--- src/rtl/piezo_pkg.sv ---
// Shared types and constants for the piezo alert scheduler.
// Tune encoding doubles as priority: a lower code outranks a higher one.
package piezo_pkg;

  typedef enum logic [1:0] {
    TUNE_NONE  = 2'd0,
    TUNE_FAST  = 2'd1,
    TUNE_BATT  = 2'd2,
    TUNE_STEER = 2'd3
  } tune_t;

  localparam int CLK_HZ          = 50_000_000;
  localparam int REPEAT_CLKS_DEF = 150_000_000;

  // Hold-off decrement per clock; the large step shortens simulated hold-offs.
  function automatic logic [27:0] step(input logic fast_sim);
    if (fast_sim) begin
      return 28'd64;
    end else begin
      return 28'd1;
    end
  endfunction

endpackage

--- src/rtl/holdoff_tmr.sv ---
// Per-source repeat hold-off: load on completion, clear while the request is
// low, otherwise count down to zero and stay there.
module holdoff_tmr
  import piezo_pkg::*;
#(
  parameter logic fast_sim    = 1'b1,
  parameter int   REPEAT_CLKS = REPEAT_CLKS_DEF
) (
  input  logic clk,
  input  logic rst_n,
  input  logic load,
  input  logic clr,
  output logic zero
);

  localparam logic [27:0] INCR     = step(fast_sim);
  localparam logic [27:0] LOAD_VAL = 28'(REPEAT_CLKS);

  logic [27:0] cnt;

  // Clear beats load so a completion with the request already gone leaves no hold-off.
  always_ff @(posedge clk or negedge rst_n) begin
    if (!rst_n) begin
      cnt <= 28'd0;
    end else if (clr) begin
      cnt <= 28'd0;
    end else if (load) begin
      cnt <= LOAD_VAL;
    end else if (cnt <= INCR) begin
      cnt <= 28'd0;
    end else begin
      cnt <= cnt - INCR;
    end
  end

  assign zero = (cnt == 28'd0);

endmodule

--- src/rtl/piezo_sched.sv ---
// Fixed-priority scheduler sharing one piezo tune player between the
// too_fast, batt_low and en_steer alerts, with pre-emption and repeat hold-off.
module piezo_sched
  import piezo_pkg::*;
#(
  parameter logic fast_sim    = 1'b1,
  parameter int   REPEAT_CLKS = 150_000_000
) (
  input  logic       clk,
  input  logic       rst_n,
  input  logic       too_fast,
  input  logic       batt_low,
  input  logic       en_steer,
  input  logic       player_busy,
  input  logic       player_done,
  output logic       start,
  output logic       abort,
  output logic [1:0] tune,
  output logic [1:0] active
);

  typedef enum logic [1:0] {
    S_IDLE  = 2'd0,
    S_PLAY  = 2'd1,
    S_DRAIN = 2'd2
  } state_t;

  state_t      state, state_nxt;
  logic        start_nxt, abort_nxt;
  logic [1:0]  tune_nxt, active_nxt;
  logic        load_batt, load_steer;
  logic        batt_clear, steer_clear;
  logic        elig_fast, elig_batt, elig_steer;
  logic [1:0]  win;

  holdoff_tmr #(.fast_sim(fast_sim), .REPEAT_CLKS(REPEAT_CLKS)) u_hold_batt (
    .clk   (clk),
    .rst_n (rst_n),
    .load  (load_batt),
    .clr   (!batt_low),
    .zero  (batt_clear)
  );

  holdoff_tmr #(.fast_sim(fast_sim), .REPEAT_CLKS(REPEAT_CLKS)) u_hold_steer (
    .clk   (clk),
    .rst_n (rst_n),
    .load  (load_steer),
    .clr   (!en_steer),
    .zero  (steer_clear)
  );

  assign elig_fast  = too_fast;
  assign elig_batt  = batt_low && batt_clear;
  assign elig_steer = en_steer && steer_clear;

  // Highest-priority eligible source, TUNE_NONE when nothing is eligible.
  always_comb begin
    win = TUNE_NONE;
    if (elig_fast) begin
      win = TUNE_FAST;
    end else if (elig_batt) begin
      win = TUNE_BATT;
    end else if (elig_steer) begin
      win = TUNE_STEER;
    end else begin
      win = TUNE_NONE;
    end
  end

  // Next-state and next-output logic; player_done is tested before pre-emption.
  always_comb begin
    state_nxt  = state;
    start_nxt  = 1'b0;
    abort_nxt  = 1'b0;
    tune_nxt   = TUNE_NONE;
    active_nxt = active;
    load_batt  = 1'b0;
    load_steer = 1'b0;
    case (state)
      S_IDLE: begin
        if (win != TUNE_NONE) begin
          start_nxt  = 1'b1;
          tune_nxt   = win;
          active_nxt = win;
          state_nxt  = S_PLAY;
        end else begin
          state_nxt  = S_IDLE;
        end
      end
      S_PLAY: begin
        if (player_done) begin
          load_batt  = (active == TUNE_BATT);
          load_steer = (active == TUNE_STEER);
          active_nxt = TUNE_NONE;
          state_nxt  = S_IDLE;
        end else if ((win != TUNE_NONE) && (win < active)) begin
          abort_nxt  = 1'b1;
          state_nxt  = S_DRAIN;
        end else begin
          state_nxt  = S_PLAY;
        end
      end
      S_DRAIN: begin
        if (!player_busy) begin
          active_nxt = TUNE_NONE;
          state_nxt  = S_IDLE;
        end else begin
          state_nxt  = S_DRAIN;
        end
      end
      default: begin
        active_nxt = TUNE_NONE;
        state_nxt  = S_IDLE;
      end
    endcase
  end

  // State and registered outputs.
  always_ff @(posedge clk or negedge rst_n) begin
    if (!rst_n) begin
      state  <= S_IDLE;
      start  <= 1'b0;
      abort  <= 1'b0;
      tune   <= 2'd0;
      active <= 2'd0;
    end else begin
      state  <= state_nxt;
      start  <= start_nxt;
      abort  <= abort_nxt;
      tune   <= tune_nxt;
      active <= active_nxt;
    end
  end

endmodule

--- config.mk ---
export PLATFORM = sky130hd
export DESIGN_NAME = piezo_sched
export DESIGN_NICKNAME = d
export VERILOG_FILES = /design/src/rtl/piezo_pkg.sv /design/src/rtl/holdoff_tmr.sv /design/src/rtl/piezo_sched.sv
export SDC_FILE = /design/constraint.sdc
export NUM_CORES = 1
export LEC_CHECK = 0
export ABC_CLOCK_PERIOD_IN_PS = 3190
export BUFFER_PORTS_ARGS = -buffer_cell sky130_fd_sc_hd__buf_4
export CAP_MARGIN = 20
export CORE_UTILIZATION = 50
export CTS_BUF_LIST = sky130_fd_sc_hd__clkbuf_8
export DETAILED_ROUTE_END_ITERATION = 12
export GPL_ROUTABILITY_DRIVEN = 0
export GPL_TIMING_DRIVEN = 0
export PLACE_DENSITY_LB_ADDON = 0.12
export SYNTH_ARGS = -nofsm -noshare
export SYNTH_HDL_FRONTEND = slang
export SYNTH_SLANG_ARGS = --single-unit
--- constraint.sdc ---
create_clock -name clk -period 3.19 [get_ports clk]
set_input_delay 0.1595 -clock clk [delete_from_list [all_inputs] [get_ports clk]]
set_output_delay 0.1595 -clock clk [all_outputs]
set_load 0.1 [all_outputs]
==> summary.md <==
| Metric | Value |
|---|---|
| Core outline area | between 5000 and 6000 sq um |
| Setup total negative slack | 0 ns |
| Syn_nets | 286 |
| Final count of negative-setup-slack endpoints | 0 |
| Highest-count cells in the layout ignoring fill and taps | 52 x dfrtp_1, 44 x nor2_1, 20 x o21ai_0, 20 x xnor2_1, 17 x xor2_1 |
| Dominant register cell in the synthesized netlist | dfrtp_1 |
| Die footprint | about 5700 sq um |
| # rows | 26 |
| Ports placed on the boundary | 13 |
| Final Util | 57.69% |
| Clock latency of the later-clocked register in the worst-skew pair | about 0.30 ns |
| Critical path startpoint category | flop |
| Vias per inst | 5.512 |
| Number of buffer and inverter stages on the critical path | 0 |
| Overall global routing resource usage | 20.46% |
| DP HPWL | 3593 microns |
| Share of the yosys chip area belonging to registers | slightly below 50% |
| Count of inserted antenna diode cells | 0 |
| Buffers from clock root to sink, at most | 2 |
| RSZ-0062 raised after global routing | no |
| Area leader, netlist | dfrtp_1 |
| Least-Margin Pin Slew | 0.7656 ns |
| Category of the worst setup path capture point | flop |
| Final layout net count | 306 |
| Timing-limited maximum frequency | about 0.35 GHz |
| Worst rel slew slack | 48.49% |
| Setup CP Type | flop to flop |
| Design Area, Final | 2965 sq um |
| Most common cell after layout, fill and taps aside | dfrtp_1 |
| CTS H-tree lvls | 2 |
| Inserted Clock Buffers | 5 |
| Arrival time at the worst endpoint | a little over 3 ns |
| Register-to-register setup slack | between 0.3 and 0.4 ns |
| DRC viols | 0 |
| Post-synth cell types | 43 |
| Vias in the first global route | 1898 |
| Run status | completed |
| Initial antenna violation count | 0 |
| HP Class | input pin to flop |
| Average cell area after synthesis | 9.867 sq um |
| Biggest area contributors in the synthesized netlist | dfrtp_1 48%, xnor2_1 6.5%, nor2_1 6.2% |
| Global-route congestion overflow total | 0 |
| Largest net degree at the start of global routing | 53 |
| Total vias in the final route | 2001 |
| Starting density of the core | a little over half |
| Final min period | 2.850 ns |
| Cells along the critical path | nor4_1, and4_1, nor2_1, nor2_1, ha_1, o41ai_1, a21oi_1, o31ai_1 |
| Final Hold Fails | 0 |
| Max-slew violation count | 0 |
| Maximum clock skew at final layout | 0.01120 ns |
| Proportion of layout cells with a drive suffix above 1 | 12.63% |
| WP data required | 3.40 ns |
| Post-cts hold buffer count | 1 |
| Setup Buffers After CTS | 0 |
| WL final | 5161 microns |
| Most used cell, CP | nor2_1 |
| Hold slack | between 0.15 and 0.2 ns |
| Buffer type at the clock tree root | clkbuf_8 |
| Delay of the slowest cell on the worst path | approximately 0.7 ns |
| Register bit total from synthesis | 52 |
| Largest fanout of any net on the critical path | 5 |
| Post-synthesis cell area | 2684 sq um |
| EDFF count, synth | 0 |
| Number of cells produced by synthesis | 272 |
| Count of yosys warnings during synthesis | 0 |
| Post-detailed-placement cell area | 2861 sq um |
| Sinks on Clock Net | 52 |
| Growth of design area from synthesis to finish | 10.49% |
| Global-route wire length before repair | a little under 9000 microns |
| Synth async-reset ratio | 100.0% |
| DR iter-0 viols | 80 |
| Clock-pin slew on the worst setup and hold paths | 0.09 ns |
| Fraction of the cycle the final worst path needs | 89.35% |
| Peak ir drop on the vdd network | 0.0004547 V |
| CTS tree | yes |
| Max-capacitance violation count | 0 |
| Wirelength per Cell | 14.22 microns |
| Residual antenna-violating net count after detailed routing | 0 |
| Horizontal die dimension | roughly 75 microns |
| Crit-path slowest cell | nor4_1 |
| Largest delay share family, worst path | simple AND/OR/NAND/NOR gates |
| Leakage power | 1.350 nW |
| Area share of the leading cell type in the synthesized netlist | between 40 and 50% |
| Overall die height | 75.27 microns |
| Number of buffer cells added on primary ports | 12 |
| DRT Pass-1 Iters | 4 |
| PD cells | 1075 nW/um^2 |
| Number of gates resized after cts | 0 |
[flip-flops by register name, summed over array words and instances (netlist names)]
name / count
u_hold_batt.cnt: 22
tune: 2
start: 1
abort: 1
u_hold_steer.cnt: 22
state: 2
active: 2
[final timing paths]
kind                                               start                             end  cells past startpoint
min reg2reg                 u_hold_batt.cnt[6]$_DFF_PN0_    u_hold_batt.cnt[6]$_DFF_PN0_                      1
min                                             too_fast               tune[0]$_DFF_PN0_                      3
max reg2reg                u_hold_batt.cnt[18]$_DFF_PN0_              state[1]$_DFF_PN0_                      8
max                        u_hold_batt.cnt[18]$_DFF_PN0_              state[1]$_DFF_PN0_                      8
min in group asynchronous                          rst_n  u_hold_steer.cnt[25]$_DFF_PN0_                      2
max in group asynchronous                          rst_n  u_hold_steer.cnt[24]$_DFF_PN0_                      2
[kinds of logic after synthesis]
group                      share of synthesized area [%]
and+or+nand+nor                                    24.29
DFF                                                48.48
AOI/OAI and AO/OA                                  9.278
xor gates and xnor gates                           12.07
buffers and inverters                              2.611
adders and majority gates                          3.263
[cell type report]
cell class	count	area, sq um
Clock buffer	6	82.58
Buffer	6	36.28
Fill cell	473	2175
Multi-Input combinational cell	205	1313
Clock inverter	2	11.26
Sequential cell	52	1301
Tap cell	70	87.58
Timing Repair Buffer	13	100.1
Inverter	9	33.78
[worst reg2reg max path: stages, from the launching register on]
cell and delay [ns]:
dfrtp_1 0.43, nor4_1 0.70, and4_1 0.35, nor2_1 0.09, nor2_1 0.11, ha_1 0.26, o41ai_1 0.49, a21oi_1 0.13
o31ai_1 0.20
[power by group]
part / total, W / switching (W) / internal [W]
Clock: 0.000380 / 0.000206 / 0.000173
Sequential: 0.00111 / 0.000227 / 0.000878
Combinational: 0.00170 / 0.00104 / 0.000660
Total: 0.00319 / 0.00148 / 0.00171
[stage by stage]
step | std cells | power, W | worst slack (ns)
final | 363 | 0.003187 | 0.3398
after global routing | 363 | 0.003478 | 0.05149
after CTS | 363 | 0.003207 | 0.3479
after detailed placement | 354 | 0.002811 | 0.3854
after global placement | 354 | 0.002788 | 0.4139
after floorplan | 272 | 0.002446 | 0.7019
[routing by layer]
metal	vias up	track usage (%)	wire (microns)
li1	993	-	-
met1	970	28.85	2693
met2	31	32.53	2282
met3	7	4.016	135
met4	0	5.144	50
met5	-	0	0
[Yosys cell counts (3+ instances only)]
| master | count |
|---|---|
| ha_1 | 7 |
| nor3_1 | 9 |
| nand4_1 | 5 |
| xor2_1 | 17 |
| nand2_1 | 16 |
| xnor2_1 | 20 |
| a21oi_1 | 6 |
| or3_1 | 3 |
| or4_1 | 3 |
| or4_4 | 3 |
| nor4_1 | 12 |
| nand3_1 | 7 |
| o31ai_1 | 5 |
| dfrtp_1 | 52 |
| nor2_1 | 44 |
| o21ai_0 | 20 |
| inv_1 | 9 |
Power figures use the tool's default switching activity.
